### config.mk
export PLATFORM = sky130hd
export DESIGN_NAME = hilo_pipe
export DESIGN_NICKNAME = d
export VERILOG_FILES = /design/src/rtl/hilo_pipe_pkg.sv /design/src/rtl/hilo_slot.sv /design/src/rtl/hilo_pipe.sv
export SDC_FILE = /design/constraint.sdc
export NUM_CORES = 1
export LEC_CHECK = 0
export ABC_AREA = 1
export CAP_MARGIN = 20
export CORE_ASPECT_RATIO = 1.1
export CORE_UTILIZATION = 53
export DETAILED_ROUTE_END_ITERATION = 8
export MAX_ROUTING_LAYER = met4
export PLACE_DENSITY = 0.85
export SLEW_MARGIN = 10
export SYNTH_ARGS = -nofsm -noshare
export SYNTH_HDL_FRONTEND = slang
export SYNTH_SLANG_ARGS = --single-unit
### constraint.sdc
create_clock -name clk -period 2.15 [get_ports clk]
set_input_delay 0.645 -clock clk [delete_from_list [all_inputs] [get_ports clk]]
set_output_delay 0.645 -clock clk [all_outputs]
set_load 0.1 [all_outputs]
### src/rtl/hilo_pipe_pkg.sv
`default_nettype none
// ============================================================================
// Module   : hilo_pipe_pkg
// Brief    : Shared HI/LO write-enable encodings and slot sizing helpers.
// Revision : 1.0
// ============================================================================
package hilo_pipe_pkg;

    // Write-enable encodings, bit 1 = HI, bit 0 = LO
    localparam logic [1:0] HILO_WE_NONE = 2'b00;
    localparam logic [1:0] HILO_WE_LO   = 2'b01;
    localparam logic [1:0] HILO_WE_HI   = 2'b10;
    localparam logic [1:0] HILO_WE_BOTH = 2'b11;

    localparam int HILO_DW_DEFAULT = 32;

    // A slot packs {we[1:0], hi, lo}
    function automatic int slot_width(input int dw);
        return 2 + 2 * dw;
    endfunction

    localparam int HILO_SLOT_W = slot_width(HILO_DW_DEFAULT);

endpackage : hilo_pipe_pkg
`default_nettype wire

### src/rtl/hilo_slot.sv
`default_nettype none
// ============================================================================
// Module   : hilo_slot
// Brief    : One HI/LO pipeline slot register with load, hold and bubble.
// Revision : 1.0
// ============================================================================
module hilo_slot
    import hilo_pipe_pkg::*;
#(
    parameter int DW = 32
) (
    input  logic          clk,
    input  logic          rst,
    input  logic          load,
    input  logic          bubble,
    input  logic [1:0]    d_we,
    input  logic [DW-1:0] d_hi,
    input  logic [DW-1:0] d_lo,
    output logic [1:0]    q_we,
    output logic [DW-1:0] q_hi,
    output logic [DW-1:0] q_lo
);

    localparam int SW = slot_width(DW);

    logic [SW-1:0] r_slot;

    // A bubble only clears the enables; stale data is harmless once we = 0.
    always_ff @(posedge clk or negedge rst) begin
        if (!rst) begin
            r_slot <= '0;
        end else if (bubble) begin
            r_slot[SW-1 -: 2] <= HILO_WE_NONE;
        end else if (load) begin
            r_slot <= {d_we, d_hi, d_lo};
        end
    end

    assign q_we = r_slot[SW-1 -: 2];
    assign q_hi = r_slot[2*DW-1 -: DW];
    assign q_lo = r_slot[DW-1:0];

endmodule : hilo_slot
`default_nettype wire

### src/rtl/hilo_pipe.sv
`default_nettype none
// ============================================================================
// Module   : hilo_pipe
// Brief    : HI/LO MEM/WB pipeline with architectural commit and operand
//            return. Define HILO_FWD_EN to forward from M/W; otherwise a
//            read-after-write hazard stalls the front end until writes drain.
// Revision : 1.0
// ============================================================================
module hilo_pipe
    import hilo_pipe_pkg::*;
#(
    parameter int DW = 32
) (
    input  logic            clk,
    input  logic            rst,
    input  logic            stall,
    input  logic            flush_m,
    input  logic [1:0]      ex_we,
    input  logic [1:0]      ex_rd,
    input  logic [2*DW-1:0] ex_y,
    input  logic            ex_div_stall,
    output logic [DW-1:0]   hi_o,
    output logic [DW-1:0]   lo_o,
    output logic [DW-1:0]   hi_arch,
    output logic [DW-1:0]   lo_arch,
    output logic            hazard_stall
);

    logic [1:0]    m_we;
    logic [DW-1:0] m_hi;
    logic [DW-1:0] m_lo;
    logic [1:0]    w_we;
    logic [DW-1:0] w_hi;
    logic [DW-1:0] w_lo;

    logic          w_advance;
    logic          w_m_bubble;
    logic          w_hazard;
    logic [DW-1:0] r_hi_arch;
    logic [DW-1:0] r_lo_arch;

    // A flush forces the pipe forward even when the global stall is high.
    assign w_advance  = flush_m | ~stall;
    assign w_m_bubble = flush_m | (~stall & (ex_div_stall | w_hazard));

    hilo_slot #(
        .DW (DW)
    ) u_slot_m (
        .clk    (clk),
        .rst    (rst),
        .load   (~stall),
        .bubble (w_m_bubble),
        .d_we   (ex_we),
        .d_hi   (ex_y[2*DW-1:DW]),
        .d_lo   (ex_y[DW-1:0]),
        .q_we   (m_we),
        .q_hi   (m_hi),
        .q_lo   (m_lo)
    );

    // M is always the flushed slot, so W receives a bubble on a flush.
    hilo_slot #(
        .DW (DW)
    ) u_slot_w (
        .clk    (clk),
        .rst    (rst),
        .load   (~stall),
        .bubble (flush_m),
        .d_we   (m_we),
        .d_hi   (m_hi),
        .d_lo   (m_lo),
        .q_we   (w_we),
        .q_hi   (w_hi),
        .q_lo   (w_lo)
    );

    always_ff @(posedge clk or negedge rst) begin
        if (!rst) begin
            r_hi_arch <= '0;
            r_lo_arch <= '0;
        end else if (w_advance) begin
            if (w_we[1]) begin
                r_hi_arch <= w_hi;
            end
            if (w_we[0]) begin
                r_lo_arch <= w_lo;
            end
        end
    end

    assign hi_arch = r_hi_arch;
    assign lo_arch = r_lo_arch;

`ifdef HILO_FWD_EN
    logic unused_rd;
    assign unused_rd = ^ex_rd;
    assign w_hazard  = 1'b0;

    // Youngest writer wins, resolved independently per half.
    always_comb begin
        hi_o = r_hi_arch;
        if (m_we[1]) begin
            hi_o = m_hi;
        end else if (w_we[1]) begin
            hi_o = w_hi;
        end
        lo_o = r_lo_arch;
        if (m_we[0]) begin
            lo_o = m_lo;
        end else if (w_we[0]) begin
            lo_o = w_lo;
        end
    end
`else
    assign w_hazard = (ex_rd[1] & (m_we[1] | w_we[1]))
                    | (ex_rd[0] & (m_we[0] | w_we[0]));
    assign hi_o     = r_hi_arch;
    assign lo_o     = r_lo_arch;
`endif

    assign hazard_stall = w_hazard;

endmodule : hilo_pipe
`default_nettype wire

==> results of run 1 <==
-- worst paths after layout --
check | slack, ns | depth (start not counted) | end | from
max | 0.17 | 3 | hazard_stall | u_slot_w.r_slot[64]
min | 0.16 | 1 | u_slot_m.r_slot[10] | rst
max reg2reg | 0.59 | 5 | u_slot_m.r_slot[44] | u_slot_w.r_slot[64]
min reg2reg | 0.48 | 2 | u_slot_m.r_slot[51] | u_slot_m.r_slot[51]
max in group asynchronous | 1.39 | 2 | u_slot_w.r_slot[30] | rst
min in group clk | 0.48 | 2 | u_slot_m.r_slot[51] | u_slot_m.r_slot[51]
-- cells in the final DEF (no fill, tap or decap) --
cell type,instances
sky130_fd_sc_hd__nand2_1,262
sky130_fd_sc_hd__dfrtp_1,196
sky130_fd_sc_hd__buf_12,139
sky130_fd_sc_hd__o21ai_0,128
sky130_fd_sc_hd__clkdlybuf4s50_1,69
sky130_fd_sc_hd__nand4_1,66
sky130_fd_sc_hd__inv_1,65
sky130_fd_sc_hd__clkbuf_16,17
sky130_fd_sc_hd__buf_4,8
sky130_fd_sc_hd__clkinvlp_4,5
sky130_fd_sc_hd__bufinv_16,5
sky130_fd_sc_hd__nand2_2,3
sky130_fd_sc_hd__o21ai_4,2
sky130_fd_sc_hd__inv_2,2
sky130_fd_sc_hd__nor2_4,2
sky130_fd_sc_hd__a22o_1,2
sky130_fd_sc_hd__clkbuf_1,2
sky130_fd_sc_hd__dlygate4sd2_1,2
sky130_fd_sc_hd__nand3_2,1
sky130_fd_sc_hd__clkinv_4,1
sky130_fd_sc_hd__inv_6,1
sky130_fd_sc_hd__clkbuf_8,1
-- sequential cells by signal (all words and copies together) (netlist names) --
register and flops:
hi_arch 32, u_slot_m.r_slot 66, lo_arch 32, u_slot_w.r_slot 66
-- routing by layer --
metal / part of all wire [%] / vias up
met5: 0 / -
li1: - / 2896
met4: 3.8 / 0
met3: 5.2 / 65
met1: 36 / 3160
met2: 55 / 292
-- critical path, stage by stage, from the launching register on --
cell and delay, ns:
sky130_fd_sc_hd__dfrtp_1 0.45, sky130_fd_sc_hd__o21ai_4 0.18, sky130_fd_sc_hd__nand2_2 0.10, sky130_fd_sc_hd__buf_12 0.18
-- kinds of logic (layout without fill, tap and decap cells) --
logic type	after synthesis	count (layout)
AO/OA/AOI/OAI	132	132
AND/OR/NAND/NOR	334	334
flip-flops	196	196
buffers and inverters	184	317
-- through the flow --
step                      area, µm²  total power, W  TNS (ns)
final                         11700          0.0167         0
after global routing          11700          0.0172         0
after CTS                     11700          0.0168         0
after detailed placement      11100          0.0134   -0.0194
after global placement        11100          0.0131   -0.0250
after floorplan                8030          0.0104         0
-- final cells by class --
cell class                      instances  area share [%]
Clock buffer                           19            3.69
Clock inverter                         12            1.75
Inverter                               67            2.14
Multi-Input combinational cell        466            18.2
Sequential cell                       196            41.8
Tap cell                              192            2.05
Timing Repair Buffer                  219            30.4
-- what timing repair did --
action / CTS / global route
endpoints found under the setup margin: 1 / 0
hold buffers: 0 / 0
gates resized for setup: 2 / 0
-- power by group --
| part | leakage [nW] | switching (W) | internal, W |
|---|---|---|---|
| Combinational | 2.65 | 0.00539 | 0.00267 |
| Sequential | 2.53 | 0.000820 | 0.00444 |
| Clock | 0.292 | 0.00136 | 0.00206 |
| Total | 5.48 | 0.00757 | 0.00917 |
==> impl_results.rst, run 1 <==
.. list-table::
   :header-rows: 1

   * - Metric
     - Value
   * - Run status
     - completed
   * - Maximum level of the CTS H-tree
     - 4
   * - Area of combinational cells with multiple inputs
     - 2140 µm²
   * - Worst-path fanout max
     - 3
   * - Met1 usage in global routing
     - 33.0%
   * - Most frequent cell after synthesis
     - sky130_fd_sc_hd__nand2_1
   * - Number of global-route vias before repair
     - 6620
   * - Total congestion overflow
     - 0
   * - Drt first pass iters
     - 5
   * - Num Clock Sinks
     - 196
   * - Final period util
     - 92.1%
   * - Final core utilization
     - 80.3%
   * - DR DRC count
     - 0
   * - Setup slack at placement
     - -0.0194 ns
   * - Effective utilization at floorplan
     - 54.9%
   * - Synthesized-area fraction occupied by ao, oa, aoi and oai cells
     - 8.42%
   * - Antenna-violating nets left
     - 0
   * - Clock root cell
     - sky130_fd_sc_hd__clkbuf_16
   * - Area fraction of the dominant cell type after synthesis
     - 61.1%
   * - Leading cell types by count after synthesis
     - sky130_fd_sc_hd__nand2_1 (263), sky130_fd_sc_hd__dfrtp_1 (196), sky130_fd_sc_hd__o21ai_0 (128), sky130_fd_sc_hd__buf_4 (74), sky130_fd_sc_hd__nand4_1 (66)
   * - Required arrival time at the worst endpoint
     - 1.50 ns
   * - Final clock skew
     - 0.00870 ns
   * - Highest achievable clock rate
     - 505 MHz
   * - Placer congestion estimate
     - 0.830
   * - Parity-gate share of the synthesized area counting xor and xnor cells
     - 0%
   * - Fraction of registers with async set/reset
     - 100%
   * - CP endpoint kind
     - primary output
   * - Type of the setup path with the least slack
     - reg -> out
   * - TritonCTS Buffers
     - 17
   * - Largest cells by area after synthesis
     - sky130_fd_sc_hd__dfrtp_1 (61%), sky130_fd_sc_hd__nand2_1 (12%), sky130_fd_sc_hd__o21ai_0 (8.0%)
   * - Synth unique cells
     - 15
   * - Post-route worst setup slack
     - 0.169 ns
   * - Largest family of logic cells by synthesized area
     - simple AND/OR/NAND/NOR gates
   * - Final setup fails
     - 0
   * - Final routed wirelength across all metal layers
     - 21.2 mm
   * - Number of inserted diodes
     - 0
   * - Number of port buffers
     - 201
   * - Die width
     - 119 µm
   * - Number of placement rows
     - 46
   * - Leakage
     - 5.48 nW
   * - Setup repair after global routing missed its margin
     - no
   * - Class of the worst hold path
     - in -> async
   * - Detailed-route vias per instance
     - 5.48
   * - Mean Syn Cell Area
     - 9.48 µm²
   * - Pin count of the biggest net entering global routing
     - 67
   * - Share of layout cells above drive strength 1
     - 19.1%
   * - Core Footprint
     - 14600 µm²
   * - Max_cap viols
     - 0
   * - Crit path DAT
     - 1.34 ns
   * - Insertion delay to the later sink of the worst-skew pair
     - 0.43 ns
   * - Storage element area
     - 4900 µm²
   * - Number of cells in the design after placement
     - 1140
   * - Post-Syn Area
     - 8020 µm²
   * - Slew Limit Headroom
     - 67.8%
   * - Transition at the pin with the smallest max-transition slack
     - 0.483 ns
   * - Fin nets
     - 1040
   * - Post-Route Hold Slack
     - 0.164 ns
   * - Number of hold violations in the final report
     - 0
   * - Cell area power density
     - 1430 nW/µm²
   * - Height of the die
     - 131 µm
   * - Antenna violations before repair
     - 0
   * - Overall Global Routing Usage
     - 29.7%
   * - Post-CTS Setup Inserts
     - 0
   * - Nets in the synthesized netlist
     - 919
   * - First DRT Iteration DRCs
     - 484
   * - Die outline area
     - 15600 µm²
   * - Number of enable flip-flop cells after synthesis
     - 0
   * - Synthesized-area fraction occupied by and/or/nand/nor cells
     - 17.9%
   * - Synth area leader
     - sky130_fd_sc_hd__dfrtp_1
   * - Final worst path period need
     - 1.98 ns
   * - Final cell count without fillers
     - 1171
   * - Mux contribution to synthesized area
     - 0%
   * - CTS tree
     - done
   * - Pins over their slew limit
     - 0
   * - Busiest layer in global routing
     - met2
   * - Num ports
     - 202
   * - Post-detail-place hpwl
     - 14.0 mm
   * - Count of warnings emitted by yosys
     - 0
   * - Via count of the routed design
     - 6413
   * - Number of standard cells after synthesis
     - 846
   * - Part of the Yosys area used for sequential elements
     - 61.1%
   * - Met2 routing resource usage after global routing
     - 52.0%
   * - Synth Area in Adders
     - 0%
   * - GR met3 Demand/Resource
     - 5.21%
   * - Area delta synth->final
     - 46.3%
   * - Buffers from clock root to sink, at most
     - 2
   * - Global-route wire length before repair
     - 34.1 mm
   * - Total of flip-flops plus latches after synthesis
     - 196
   * - Clock edge transition at the registers on the reported setup and hold paths
     - 0.07 ns
   * - Number of fillers in the final layout
     - 829
   * - Most frequently used flop master after synthesis
     - sky130_fd_sc_hd__dfrtp_1
   * - Wire length per cell after detailed routing
     - 18.1 µm
   * - Maximum VDD drop
     - 0.888 mV
   * - Startpoint class of the critical path
     - register
(Power assumes the default switching activity.)
==> inputs of run 2 (changes only) <==
--- a/config.mk
+++ b/config.mk
@@ -8,10 +8,10 @@
 export ABC_AREA = 1
 export CAP_MARGIN = 20
 export CORE_ASPECT_RATIO = 1.1
-export CORE_UTILIZATION = 53
+export CORE_UTILIZATION = 49
 export DETAILED_ROUTE_END_ITERATION = 8
 export MAX_ROUTING_LAYER = met4
-export PLACE_DENSITY = 0.85
+export PLACE_DENSITY = 0.8
 export SLEW_MARGIN = 10
 export SYNTH_ARGS = -nofsm -noshare
 export SYNTH_HDL_FRONTEND = slang
==> constraint.sdc (replaced) <==
create_clock -name clk -period 1.9 [get_ports clk]
set_input_delay 0.57 -clock clk [delete_from_list [all_inputs] [get_ports clk]]
set_output_delay 0.57 -clock clk [all_outputs]
set_load 0.1 [all_outputs]
==> run 2 against run 1 <==
Net effect: clock power is 11% higher; total power is 13% higher; critical path depth stayed put; via count is 1.9% lower; register-to-register slack worse by 0.23 ns; first-iteration DRC count stayed put; critical path type unchanged; highest routed layer unchanged.
==> impl_results.rst, run 2 (synthesized netlist as in run 1, its figures left out) <==
.. list-table::
   :header-rows: 1

   * - Metric
     - Value
   * - Run status
     - completed
   * - Final cell count without fillers
     - 1196
   * - Die width
     - 124 µm
   * - Class of the worst hold path
     - in -> async
   * - Share of layout cells above drive strength 1
     - 27.0%
   * - Core Footprint
     - 15900 µm²
   * - Final routed wirelength across all metal layers
     - 19.6 mm
   * - Area delta synth->final
     - 49.0%
   * - Maximum VDD drop
     - 0.962 mV
   * - Drt first pass iters
     - 5
   * - Number of hold violations in the final report
     - 0
   * - Max_cap viols
     - 0
   * - Effective utilization at floorplan
     - 50.6%
   * - Height of the die
     - 136 µm
   * - Final worst path period need
     - 1.88 ns
   * - Beginning of the worst register-to-register path
     - u_slot_m.r_slot[65]
   * - Worst-path cell with the longest stage delay
     - sky130_fd_sc_hd__dfrtp_1
   * - Highest cell delay on the worst timing path
     - 0.43 ns
   * - Wire length per cell after detailed routing
     - 16.4 µm
   * - CTS tree
     - done
   * - Slew Limit Headroom
     - 63.0%
   * - Num ports
     - 202
   * - Required arrival time at the worst endpoint
     - 1.33 ns
   * - Antenna-violating nets left
     - 0
   * - Endpoint of the most critical register-to-register path
     - u_slot_m.r_slot[41]
   * - Largest registers in the final layout
     - u_slot_m.r_slot: 66 flops, u_slot_w.r_slot: 66 flops
   * - Clock root cell
     - sky130_fd_sc_hd__clkbuf_16
   * - TritonCTS Buffers
     - 17
   * - Overall Global Routing Usage
     - 25.5%
   * - Cell Chain, Critical Path
     - o21ai_4 -> nand2_4 -> buf_12
   * - Worst-path fanout max
     - 3
   * - Pins over their slew limit
     - 0
   * - R2r setup slk
     - 0.36 ns
   * - Placer congestion estimate
     - 0.786
   * - Cell area power density
     - 1580 nW/µm²
   * - First DRT Iteration DRCs
     - 484
   * - R2r worst-path depth
     - 7
   * - Buffers from clock root to sink, at most
     - 2
   * - Fin nets
     - 1055
   * - Clock edge transition at the registers on the reported setup and hold paths
     - 0.08 ns
   * - Maximum level of the CTS H-tree
     - 4
   * - Number of cells in the design after placement
     - 1158
   * - DR DRC count
     - 0
   * - Global-route wire length before repair
     - 31.6 mm
   * - Setup repair after global routing missed its margin
     - yes
   * - Type of the setup path with the least slack
     - reg -> out
   * - Number of global-route vias before repair
     - 6234
   * - Hold buffers post-CTS
     - 0
   * - Highest achievable clock rate
     - 531 MHz
   * - Commonest non-fill, non-tap cells in the layout
     - sky130_fd_sc_hd__nand2_1 (262), sky130_fd_sc_hd__buf_12 (140), sky130_fd_sc_hd__dfrtp_1 (132)
   * - Startpoint class of the critical path
     - register
   * - Final period util
     - 99.0%
   * - Final setup fails
     - 0
   * - Via count of the routed design
     - 6289
   * - Crit path DAT
     - 1.31 ns
   * - Total congestion overflow
     - 0
   * - Number of placement rows
     - 48
   * - Post-route setup TNS
     - 0 ns
   * - Number of port buffers
     - 201
   * - Most frequent standard cell in the layout excluding fill and tap cells
     - sky130_fd_sc_hd__nand2_1
   * - CP endpoint kind
     - primary output
   * - Transition at the pin with the smallest max-transition slack
     - 0.555 ns
   * - Die outline area
     - 16900 µm²
   * - Detailed-route vias per instance
     - 5.26
   * - Pin count of the biggest net entering global routing
     - 71
   * - Leakage
     - 5.47 nW
   * - Num Clock Sinks
     - 196
   * - Insertion delay to the later sink of the worst-skew pair
     - 0.43 ns
   * - Final clock skew
     - 0.0118 ns
   * - Post-detail-place hpwl
     - 13.0 mm
   * - Antenna violations before repair
     - 1
[run 2: final cells by class]
class	count	area, µm²
Multi-Input combinational cell	466	2140
Clock inverter	14	189
Tap cell	200	250
Clock buffer	18	439
Antenna cell	1	2.50
Timing Repair Buffer	234	3690
Sequential cell	196	4980
Inverter	67	251
Fill cell	1009	3910
[run 2: repair_timing]
item | CTS | global route
gates resized for setup | 2 | 0
endpoints found under the setup margin | 1 | 1
pin swaps | 1 | 0
buffers inserted | 4 | 1
endpoints found under the hold margin | 0 | 0
[run 2: worst max-delay path, delay by kind of cell, from the launching register on]
kind / cells / cell delay (ns)
AOI/OAI and AO/OA: 1 / 0.19
buffers and inverters: 1 / 0.17
DFF: 1 / 0.43
and+or+nand+nor: 1 / 0.09
[run 2: how the worst max path moves through the flow]
stage | startpoint | to | slack, ns | cells after the start
5_1_grt | u_slot_m.r_slot[64] | hazard_stall | -0.02 | 3
4_1_cts | u_slot_m.r_slot[64] | hazard_stall | 0.003 | 3
2_1_floorplan | ex_rd[1] | hazard_stall | 0.13 | 4
6_report | u_slot_m.r_slot[64] | hazard_stall | 0.02 | 3
3_3_place_gp | ex_rd[1] | hazard_stall | -0.14 | 4
3_5_place_dp | ex_rd[1] | hazard_stall | -0.13 | 4
[run 2: per-layer routing]
metal | routed length [µm] | track usage, % | vias up
met1 | 7530 | 29.9 | 3091
met2 | 10700 | 44.1 | 229
met4 | 495 | 9.85 | 0
met3 | 849 | 3.65 | 36
li1 | - | - | 2933
met5 | 0 | - | -
[run 2: through the flow]
stage | cell area (µm²) | total power, W | util [%] | hold slack, ns | setup slack, ns
after global routing | 12000 | 0.0196 | 75.4 | 0.115 | -0.0208
final | 12000 | 0.0189 | 75.4 | 0.101 | 0.0184
after floorplan | 8110 | 0.0118 | - | 0.274 | 0.129
after global placement | 11300 | 0.0150 | 71.2 | 0.461 | -0.139
after detailed placement | 11300 | 0.0152 | 71.2 | 0.466 | -0.129
after CTS | 11900 | 0.0190 | 75.3 | 0.108 | 0.00296
[run 2: power breakdown]
group | leakage (nW) | switching, W | internal [W] | total, W
Sequential | 2.44 | 0.000896 | 0.00509 | 0.00598
Combinational | 2.74 | 0.00602 | 0.00308 | 0.00910
Clock | 0.296 | 0.00165 | 0.00215 | 0.00381
Total | 5.47 | 0.00857 | 0.0103 | 0.0189
